### src/rtl/mem_wr_pkg.sv
`default_nettype none
// ============================================================================
// Package   : mem_wr_pkg
// Purpose   : Shared types and constants for the word-memory writer slice.
//             BYTES_PER_WORD - bytes packed into one memory word
//             byte_t         - one byte lane
//             wr_state_t     - writer FSM states
// Revision  : 1.0 - initial release
// ============================================================================
package mem_wr_pkg;

   localparam int BYTES_PER_WORD = 4;

   typedef logic [7:0] byte_t;

   typedef enum logic [1:0] {
      IDLE  = 2'd0,
      FILL  = 2'd1,
      WRITE = 2'd2,
      DONE  = 2'd3
   } wr_state_t;

endpackage : mem_wr_pkg
`default_nettype wire

### src/rtl/mem_word_writer_byte_lane_packer.sv
`default_nettype none
// ============================================================================
// Module    : byte_lane_packer
// Purpose   : Holds the four byte lanes of the word being assembled.
// Ports     : clk      in   clock
//             rst_n    in   asynchronous active-low reset (clears all lanes)
//             clr_i    in   synchronous clear of all lanes
//             load_i   in   write din_i into lane lane_i
//             lane_i   in   destination lane index (0 = MSB byte of the word)
//             din_i    in   byte to store
//             lanes_o  out  current lane contents [0:3]
// Revision  : 1.0 - initial release
// ============================================================================
module byte_lane_packer
   import mem_wr_pkg::*;
#(
   parameter int BYTE_W = 8
) (
   input  logic                                clk,
   input  logic                                rst_n,
   input  logic                                clr_i,
   input  logic                                load_i,
   input  logic [$clog2(BYTES_PER_WORD)-1:0]   lane_i,
   input  logic [BYTE_W-1:0]                   din_i,
   output logic [BYTE_W-1:0]                   lanes_o [0:BYTES_PER_WORD-1]
);

   localparam int LANE_W = $clog2(BYTES_PER_WORD);

   logic [BYTE_W-1:0] lanes_q [0:BYTES_PER_WORD-1];

   generate
      for (genvar gi = 0; gi < BYTES_PER_WORD; gi++) begin : g_lane
         always_ff @(posedge clk or negedge rst_n) begin
            if (!rst_n) begin
               lanes_q[gi] <= '0;
            end else if (clr_i) begin
               lanes_q[gi] <= '0;
            end else if (load_i && (lane_i == LANE_W'(gi))) begin
               lanes_q[gi] <= din_i;
            end
         end
         assign lanes_o[gi] = lanes_q[gi];
      end
   endgenerate

endmodule : byte_lane_packer
`default_nettype wire

### src/rtl/mem_word_writer.sv
`default_nettype none
// ============================================================================
// Module    : mem_word_writer
// Purpose   : Packs a valid/ready byte stream into 32-bit words and writes
//             WORD_COUNT words to consecutive word addresses from a latched
//             base address; done then drives the memory's dump input.
// Ports     : clk, rst_n        clock, asynchronous active-low reset
//             start_i           job request (accepted only in IDLE or DONE)
//             base_addr_i       job base byte address (low 2 bits dropped)
//             in_valid_i/in_data_i/in_ready_o   byte stream handshake
//             wr_en_o           one-cycle write strobe per word
//             addr_o            memory byte address of the current write
//             data_out_o[0:3]   word lanes, [0] = most significant byte
//             init_addr_o       latched word-aligned base address
//             busy_o, done_o    job in progress / job complete
//             stall_cnt_o       (only with WR_STALL_CNT_EN) idle FILL cycles
// Config    : `define WR_STALL_CNT_EN adds the stall_cnt_o port and counter.
// Revision  : 1.0 - initial release
// ============================================================================
module mem_word_writer
   import mem_wr_pkg::*;
#(
   parameter int WORD_COUNT = 43,
   parameter int ADDR_W     = 9,
   parameter int BYTE_W     = 8
) (
   input  logic                clk,
   input  logic                rst_n,
   input  logic                start_i,
   input  logic [ADDR_W-1:0]   base_addr_i,
   input  logic                in_valid_i,
   input  logic [BYTE_W-1:0]   in_data_i,
   output logic                in_ready_o,
   output logic                wr_en_o,
   output logic [ADDR_W-1:0]   addr_o,
   output logic [BYTE_W-1:0]   data_out_o [0:BYTES_PER_WORD-1],
   output logic [ADDR_W-1:0]   init_addr_o,
   output logic                busy_o,
`ifdef WR_STALL_CNT_EN
   output logic                done_o,
   output logic [15:0]         stall_cnt_o
`else
   output logic                done_o
`endif
);

   localparam int LANE_W = $clog2(BYTES_PER_WORD);
   localparam int CNT_W  = $clog2(WORD_COUNT + 1);

   wr_state_t            state_q,     state_d;
   logic [LANE_W-1:0]    lane_q,      lane_d;
   logic [CNT_W-1:0]     word_cnt_q,  word_cnt_d;
   logic [ADDR_W-1:0]    addr_q,      addr_d;
   logic [ADDR_W-1:0]    init_addr_q, init_addr_d;

   logic w_accept;
   logic w_start_ok;

   assign w_accept   = (state_q == FILL) && in_valid_i;
   assign w_start_ok = start_i && ((state_q == IDLE) || (state_q == DONE));

   always_ff @(posedge clk or negedge rst_n) begin
      if (!rst_n) begin
         state_q     <= IDLE;
         lane_q      <= '0;
         word_cnt_q  <= '0;
         addr_q      <= '0;
         init_addr_q <= '0;
      end else begin
         state_q     <= state_d;
         lane_q      <= lane_d;
         word_cnt_q  <= word_cnt_d;
         addr_q      <= addr_d;
         init_addr_q <= init_addr_d;
      end
   end

   always_comb begin
      state_d     = state_q;
      lane_d      = lane_q;
      word_cnt_d  = word_cnt_q;
      addr_d      = addr_q;
      init_addr_d = init_addr_q;
      case (state_q)
         IDLE, DONE: begin
            if (start_i) begin
               state_d     = FILL;
               init_addr_d = base_addr_i & ~ADDR_W'(3);
               word_cnt_d  = '0;
               lane_d      = '0;
            end
         end
         FILL: begin
            if (in_valid_i) begin
               lane_d = lane_q + LANE_W'(1);
               if (lane_q == LANE_W'(BYTES_PER_WORD - 1)) begin
                  state_d = WRITE;
                  // Address is computed on WRITE entry so it is a clean
                  // register output for the whole write cycle; the add
                  // wraps naturally at the top of the address space.
                  addr_d  = init_addr_q + (ADDR_W'(word_cnt_q) << 2);
               end
            end
         end
         WRITE: begin
            lane_d     = '0;
            word_cnt_d = word_cnt_q + CNT_W'(1);
            state_d    = (word_cnt_q == CNT_W'(WORD_COUNT - 1)) ? DONE : FILL;
         end
         default: begin
            state_d = IDLE;
         end
      endcase
   end

   // Lanes are cleared on a new job so stale bytes never reach memory.
   byte_lane_packer #(
      .BYTE_W (BYTE_W)
   ) u_packer (
      .clk     (clk),
      .rst_n   (rst_n),
      .clr_i   (w_start_ok),
      .load_i  (w_accept),
      .lane_i  (lane_q),
      .din_i   (in_data_i),
      .lanes_o (data_out_o)
   );

   assign in_ready_o  = (state_q == FILL);
   assign wr_en_o     = (state_q == WRITE);
   assign busy_o      = (state_q == FILL) || (state_q == WRITE);
   assign done_o      = (state_q == DONE);
   assign addr_o      = addr_q;
   assign init_addr_o = init_addr_q;

`ifdef WR_STALL_CNT_EN
   logic [15:0] stall_cnt_q;

   always_ff @(posedge clk or negedge rst_n) begin
      if (!rst_n) begin
         stall_cnt_q <= '0;
      end else if (w_start_ok) begin
         stall_cnt_q <= '0;
      end else if ((state_q == FILL) && !in_valid_i && (stall_cnt_q != 16'hFFFF)) begin
         stall_cnt_q <= stall_cnt_q + 16'd1;
      end
   end

   assign stall_cnt_o = stall_cnt_q;
`endif

endmodule : mem_word_writer
`default_nettype wire
### config.mk
export PLATFORM = sky130hd
export DESIGN_NAME = mem_word_writer
export DESIGN_NICKNAME = d
export VERILOG_FILES = /design/src/rtl/mem_wr_pkg.sv /design/src/rtl/mem_word_writer_byte_lane_packer.sv /design/src/rtl/mem_word_writer.sv
export SDC_FILE = /design/constraint.sdc
export NUM_CORES = 1
export LEC_CHECK = 0
export BUFFER_PORTS_ARGS = -buffer_cell sky130_fd_sc_hd__buf_2
export CAP_MARGIN = 15
export CORE_ASPECT_RATIO = 1.1
export CORE_MARGIN = 1
export CORE_UTILIZATION = 57
export DETAILED_ROUTE_END_ITERATION = 10
export PLACE_DENSITY = 0.88
export SYNTH_ARGS = -nofsm -noshare
export SYNTH_HDL_FRONTEND = slang
export SYNTH_HIERARCHICAL = 1
export SYNTH_SLANG_ARGS = --single-unit
### constraint.sdc
create_clock -name clk -period 5.01 [get_ports clk]
set_input_delay 0.501 -clock clk [delete_from_list [all_inputs] [get_ports clk]]
set_output_delay 0.501 -clock clk [all_outputs]
set_load 0.005 [all_outputs]
==> impl_metrics.ini, run 1 <==
[cells_and_area]
syn_to_final_growth_pct = 16.49
nets = 356
design_area_um2 = 3323
n_fill_cell = 360
n_antenna_cell = 0
drive_gt1_share_pct = 26.40

[placed_design]
place_ws_ps = 2572
dpl_cell_area_um2 = 3194
portBuffers = 68
hpwl_um = 3963
finalWeightedCongestion = 0.8635

[worst_setup_path]
cp-start-kind = flip-flop
critPathMaxFanout = 42
cp-end-kind = flip-flop
critPathBufInv = 2
slowest_stage = inv_1
crit_path_cell_trace = inv_1, ha_1, nand2_1, inv_1, nand2b_1, mux2i_1
slowest_delay_ps = 770
worstPathArrival_ps = 2640
cp.required_ps = 5180
crit_type = flip-flop to flip-flop
crit_family = buffers and inverters
cp_common_cell = inv_1

[global_routing]
track_usage_pct = 21.96
antenna_found_initial = 0
grt_pass1_wl_um = 9363
grt_max_degree = 57
grt_overflow = 0
grt_pass1_vias = 2112

[synth]
async_reset_ff_share_pct = 100.0
synth-seq-cells = 56
yosysMostFrequentCell = dfrtp_1
ys_seq_area_share_pct = 49.12
ys.flop_type = dfrtp_1
syn_area_per_cell_um2 = 11.06
ys_types = 39
synth_warnings = 6
synth.area.top_cells = dfrtp_1, mux2i_1, nand2b_1, ha_1, mux2_2
synth_top_area_share_pct = 49.12
netlist_top_cells_count = dfrtp_1, nand2b_1, mux2i_1
synthCells = 258
syn_area_um2 = 2853
synth_top_area_cell = dfrtp_1
synth-edff-count = 0

[min_path]
min_path_type = input pin to asynchronous set/reset pin

[clock_tree]
holdBufCountCts = 0
cts-htree-levels = 2
cts_setup_buffers = 0
clk_latency_ps = 310
clockRootBuffer = clkbuf_8
cts_buffers = 5
cts_max_path_buffers = 2
cts_tree = done
cts.clk_slew.worst_paths_ps = 100
cts_resized = 0
cts_sinks = 56

[floorplan]
initial_core_util_pct = 60.48
die_h_um = 76.20
io_pins = 75
rows = 26
die_w_um = 69.45
core_area_um2 = 4717
die-area_um2 = 5292

[drt]
drt_wl_total_um = 5589
drtAntennaViolNets = 0
num_vias = 2063
vias_per_cell = 5.458
drc = 0
drtPass1Iterations = 5
drt_iter0_drc = 106
routedWlPerCell_um = 14.79

[sta]
finalCriticalPeriod_ps = 2471
finalSetupViolCount = 0
skew_ps = 7.356
fmax_ghz = 0.4048
setup_tns_ps = 0
slew_viol_final = 0
slew_headroom_pct = 39.22
post-route-period-util_pct = 49.31
tightest_slew_ps = 910.6
fin_ws_ps = 2539
hold_viol_final = 0
rsz0062_at_grt = no
whs_ps = 306.2

[power_and_ir_drop]
p_total_w = 0.001722
ir_drop_mv = 0.3750
power_leakage_nw = 1.783
pwr_density_cell_nw_per_um2 = 518.1

[outcome]
run_status = completed

[job]
maxCapViolCount = 0
-- per-layer routing --
layer,vias to the layer above,track usage (%),share of wire [%]
li1,990,-,-
met1,997,26.08,42
met2,67,39.32,52
met3,9,4.233,5.1
met4,0,7.755,1.6
met5,-,0,0
-- worst paths after layout --
check / slack (ps) / startpoint / to / depth (start not counted)
min: 310 / rst_n / u_packer/lanes_o[5] / 2
min in group clk: 410 / base_addr_i[2] / init_addr_o[2] / 2
max in group asynchronous: 4240 / rst_n / init_addr_o[8] / 2
max reg2reg: 2540 / state_q[0] / u_packer/lanes_o[0] / 6
max: 2540 / state_q[0] / u_packer/lanes_o[0] / 6
min reg2reg: 490 / addr_o[3] / addr_o[3] / 2
-- cells in the final DEF (no fill, tap or decap), drive strengths merged, types with 2 or more instances in the layout --
cell / n
buf: 69
dfrtp: 56
nand2b: 43
mux2i: 33
nand2: 16
o21ai: 13
ha: 12
inv: 10
mux2: 8
nor2: 8
xnor2: 6
a21oi: 5
clkbuf: 5
nand3: 4
conb: 4
o31ai: 3
a211oi: 3
nor2b: 2
nand4b: 2
bufinv: 2
nand3b: 2
nor4: 2
-- power breakdown --
part	switching, W	leakage, nW	internal (W)
clock network	0.000141	0.0642	0.000197
logic	0.000324	0.996	0.000331
registers	0.000111	0.723	0.000617
-- flip-flops by register name (all words and copies together) (netlist names) --
register          cells
addr_o                7
state_q               2
u_packer/lanes_o     32
word_cnt_q            6
lane_q                2
init_addr_o           7
-- area by class of cell --
cell class | instances | area, um2 | share of cell area, %
Clock buffer | 5 | 68.82 | 2.071
Clock inverter | 2 | 60.06 | 1.807
Inverter | 10 | 37.54 | 1.130
Multi-Input combinational cell | 180 | 1338 | 40.25
Sequential cell | 56 | 1401 | 42.17
Tap cell | 56 | 70.07 | 2.108
Timing Repair Buffer | 69 | 347.8 | 10.47
-- stage by stage --
step | instances | utilization, %
CTS | 378 | 70.45
floorplan | 261 | -
detailed placement | 371 | 67.72
finish | 378 | 70.45
global route | 378 | 70.45
global placement | 371 | 67.72
-- logic make-up (layout without fill, tap and decap cells) --
group / after synthesis / after routing / share of synthesized area (%)
other: 1 / 4 / 0.1315
AND/OR/NAND/NOR: 86 / 86 / 17.37
AO/OA/AOI/OAI: 29 / 29 / 6.140
multiplexers: 41 / 41 / 14.74
flip-flops: 56 / 56 / 49.12
adder cells (fa/ha/maj): 13 / 13 / 5.965
XOR/XNOR: 7 / 7 / 2.149
buffers and inverters: 25 / 86 / 4.386
Note: power is estimated with default switching activity, not from simulation.
==> run 2, diff against run 1 <==
- CORE_UTILIZATION: 57 -> 47
- PLACE_DENSITY: 0.88 -> 0.78
- clock period: 5.01 -> 2.05 ns (I/O delays scaled with it)
==> run 2 against run 1 <==
Against the previous run: largest power group unchanged; power up 140%; maximum frequency rose by 32%; clock power grew 84%; cell area rose by 2.3%; sequential power increased by 140%; worst hold slack got worse by 190 ps; global-route usage shrank 3.4 points; routed wire length rose by 0.81%.
==> impl_metrics.ini, run 2 (synthesized netlist as in run 1, its figures left out) <==
[outcome]
run_status = completed

[clock_tree]
clk_latency_ps = 310
cts_sinks = 56
cts-htree-levels = 2
clockRootBuffer = clkbuf_8
cts.clk_slew.worst_paths_ps = 100
cts_tree = done
cts_buffers = 5
cts_setup_buffers = 0
cts_max_path_buffers = 2

[cells_and_area]
n_antenna_cell = 0
seq_area_um2 = 1401
multiInputGateArea_um2 = 1338
final_cell_mix = buf_2, dfrtp_1, nand2b_1, mux2i_1, nand2_1
nets = 364
syn_to_final_growth_pct = 19.12
largest_reg_flops = 32
n_fill_cell = 524
layout_commonest_cell = buf_2
fin_util_pct = 58.53
drive_gt1_share_pct = 28.10
stdcell_count = 408

[drt]
vias_per_cell = 5.130
drtAntennaViolNets = 0
drc = 0
drt_iter0_drc = 101
drt_wl_total_um = 5634
routedWlPerCell_um = 13.81
num_vias = 2093
drtPass1Iterations = 4

[global_routing]
track_usage_pct = 18.57
antenna_found_initial = 0
grt_pass1_vias = 2021
grt_max_degree = 41
grt_pass1_wl_um = 9563
grt_overflow = 0

[worst_setup_path]
worstPathArrival_ps = 2090
reg2reg_from = init_addr_o[2]
slowest_delay_ps = 390
cp-end-kind = flip-flop
crit_family = adder cells
critPathBufInv = 1
crit_type = flip-flop to flip-flop
r2r_cells = 7
rrSetupSlack_ps = 180
cp.required_ps = 2270
slowest_stage = fa_1
cp-start-kind = flip-flop
crit_path_cell_trace = ha_1, inv_1, fa_1, nand2b_1, a211oi_1, nor4_1, o31ai_1
critPathMaxFanout = 3
r2r_end = addr_o[8]

[floorplan]
die_h_um = 83.71
die_w_um = 76.28
rows = 29
die-area_um2 = 6385
core_area_um2 = 5806
io_pins = 75
initial_core_util_pct = 49.14

[min_path]
hold_depth = 3
min_path_type = input pin to flip-flop
hold_start = base_addr_i[3]
worstHoldEndpoint = init_addr_o[3]

[sta]
rsz0062_at_grt = no
slew_viol_final = 0
setup_tns_ps = 0
finalSetupViolCount = 0
fmax_ghz = 0.5352
slew_headroom_pct = 49.57
post-route-period-util_pct = 91.15
tightest_slew_ps = 756.5
hold_viol_final = 0
finalCriticalPeriod_ps = 1869
skew_ps = 6.544

[power_and_ir_drop]
ir_drop_mv = 0.5749
pwr_density_cell_nw_per_um2 = 1192
p_total_w = 0.004050
power_leakage_nw = 1.810

[placed_design]
portBuffers = 68
finalWeightedCongestion = 0.8367
hpwl_um = 4100
place_inst = 399

[job]
maxCapViolCount = 0
-- run 2: cell types whose count changed in the layout (fill, tap and decap cells not counted), sizes merged --
cell         change
bufinv           -2
clkinvlp         +1
dlygate4sd3      +1
inv              +1
buf              +7
clkinv           +1
-- run 2: routing by layer --
layer / track usage, % / vias to the layer above / wire, um
li1: - / 1015 / -
met3: 3.607 / 8 / 268
met5: 0 / - / 0
met1: 24.52 / 1008 / 2563
met2: 31.20 / 62 / 2735
met4: 4.895 / 0 / 66
-- run 2: final cells by class --
| cell class | count | area share, % |
|---|---|---|
| clock buffer | 5 | 2.025 |
| clock inverter | 3 | 0.6259 |
| inverter | 10 | 1.105 |
| multi-input combinational | 180 | 39.36 |
| sequential | 56 | 41.24 |
| tap | 77 | 2.835 |
| timing repair buffer | 77 | 12.81 |
-- run 2: worst max path at each step --
stage | from | endpoint | slack (ps) | cells after the start
after floorplan | word_cnt_q[0] | addr_o[8] | 260 | 7
after global placement | init_addr_o[2] | addr_o[8] | 260 | 7
after detailed placement | init_addr_o[2] | addr_o[8] | 210 | 7
after CTS | init_addr_o[2] | addr_o[8] | 180 | 7
after global routing | init_addr_o[2] | addr_o[8] | 80 | 7
final | init_addr_o[2] | addr_o[8] | 180 | 7
-- run 2: report_power, final --
| group | switching (W) | internal (W) | total (W) |
|---|---|---|---|
| registers | 0.000259 | 0.00151 | 0.00177 |
| clock network | 0.000375 | 0.000244 | 0.000619 |
| logic | 0.000804 | 0.000860 | 0.00166 |
| total | 0.00144 | 0.00261 | 0.00405 |
-- run 2: timing repair --
action,4_1_cts,5_1_grt
hold buffers,1,0
resized for setup,0,0
setup endpoints to repair,0,0
endpoints found under the hold margin,32,0
-- run 2: per-stage QoR --
| step | setup slack (ps) | area (um2) | hold slack (ps) |
|---|---|---|---|
| 4_1_cts | 183.1 | 3398 | 104.2 |
| 6_report | 181.5 | 3398 | 113.2 |
| 3_3_place_gp | 263.1 | 3298 | 312.9 |
| 3_5_place_dp | 211.5 | 3298 | 322.0 |
| 5_1_grt | 82.41 | 3398 | 113.7 |
| 2_1_floorplan | 262.1 | 2864 | -90.59 |
-- run 2: worst register-to-register path, delay by kind of cell (launching register included) --
kind / cells / cell delay, ps
AOI/OAI and AO/OA: 2 / 480
adders and majority gates: 2 / 580
buffers and inverters: 1 / 60
DFF: 1 / 380
and+or+nand+nor: 2 / 290
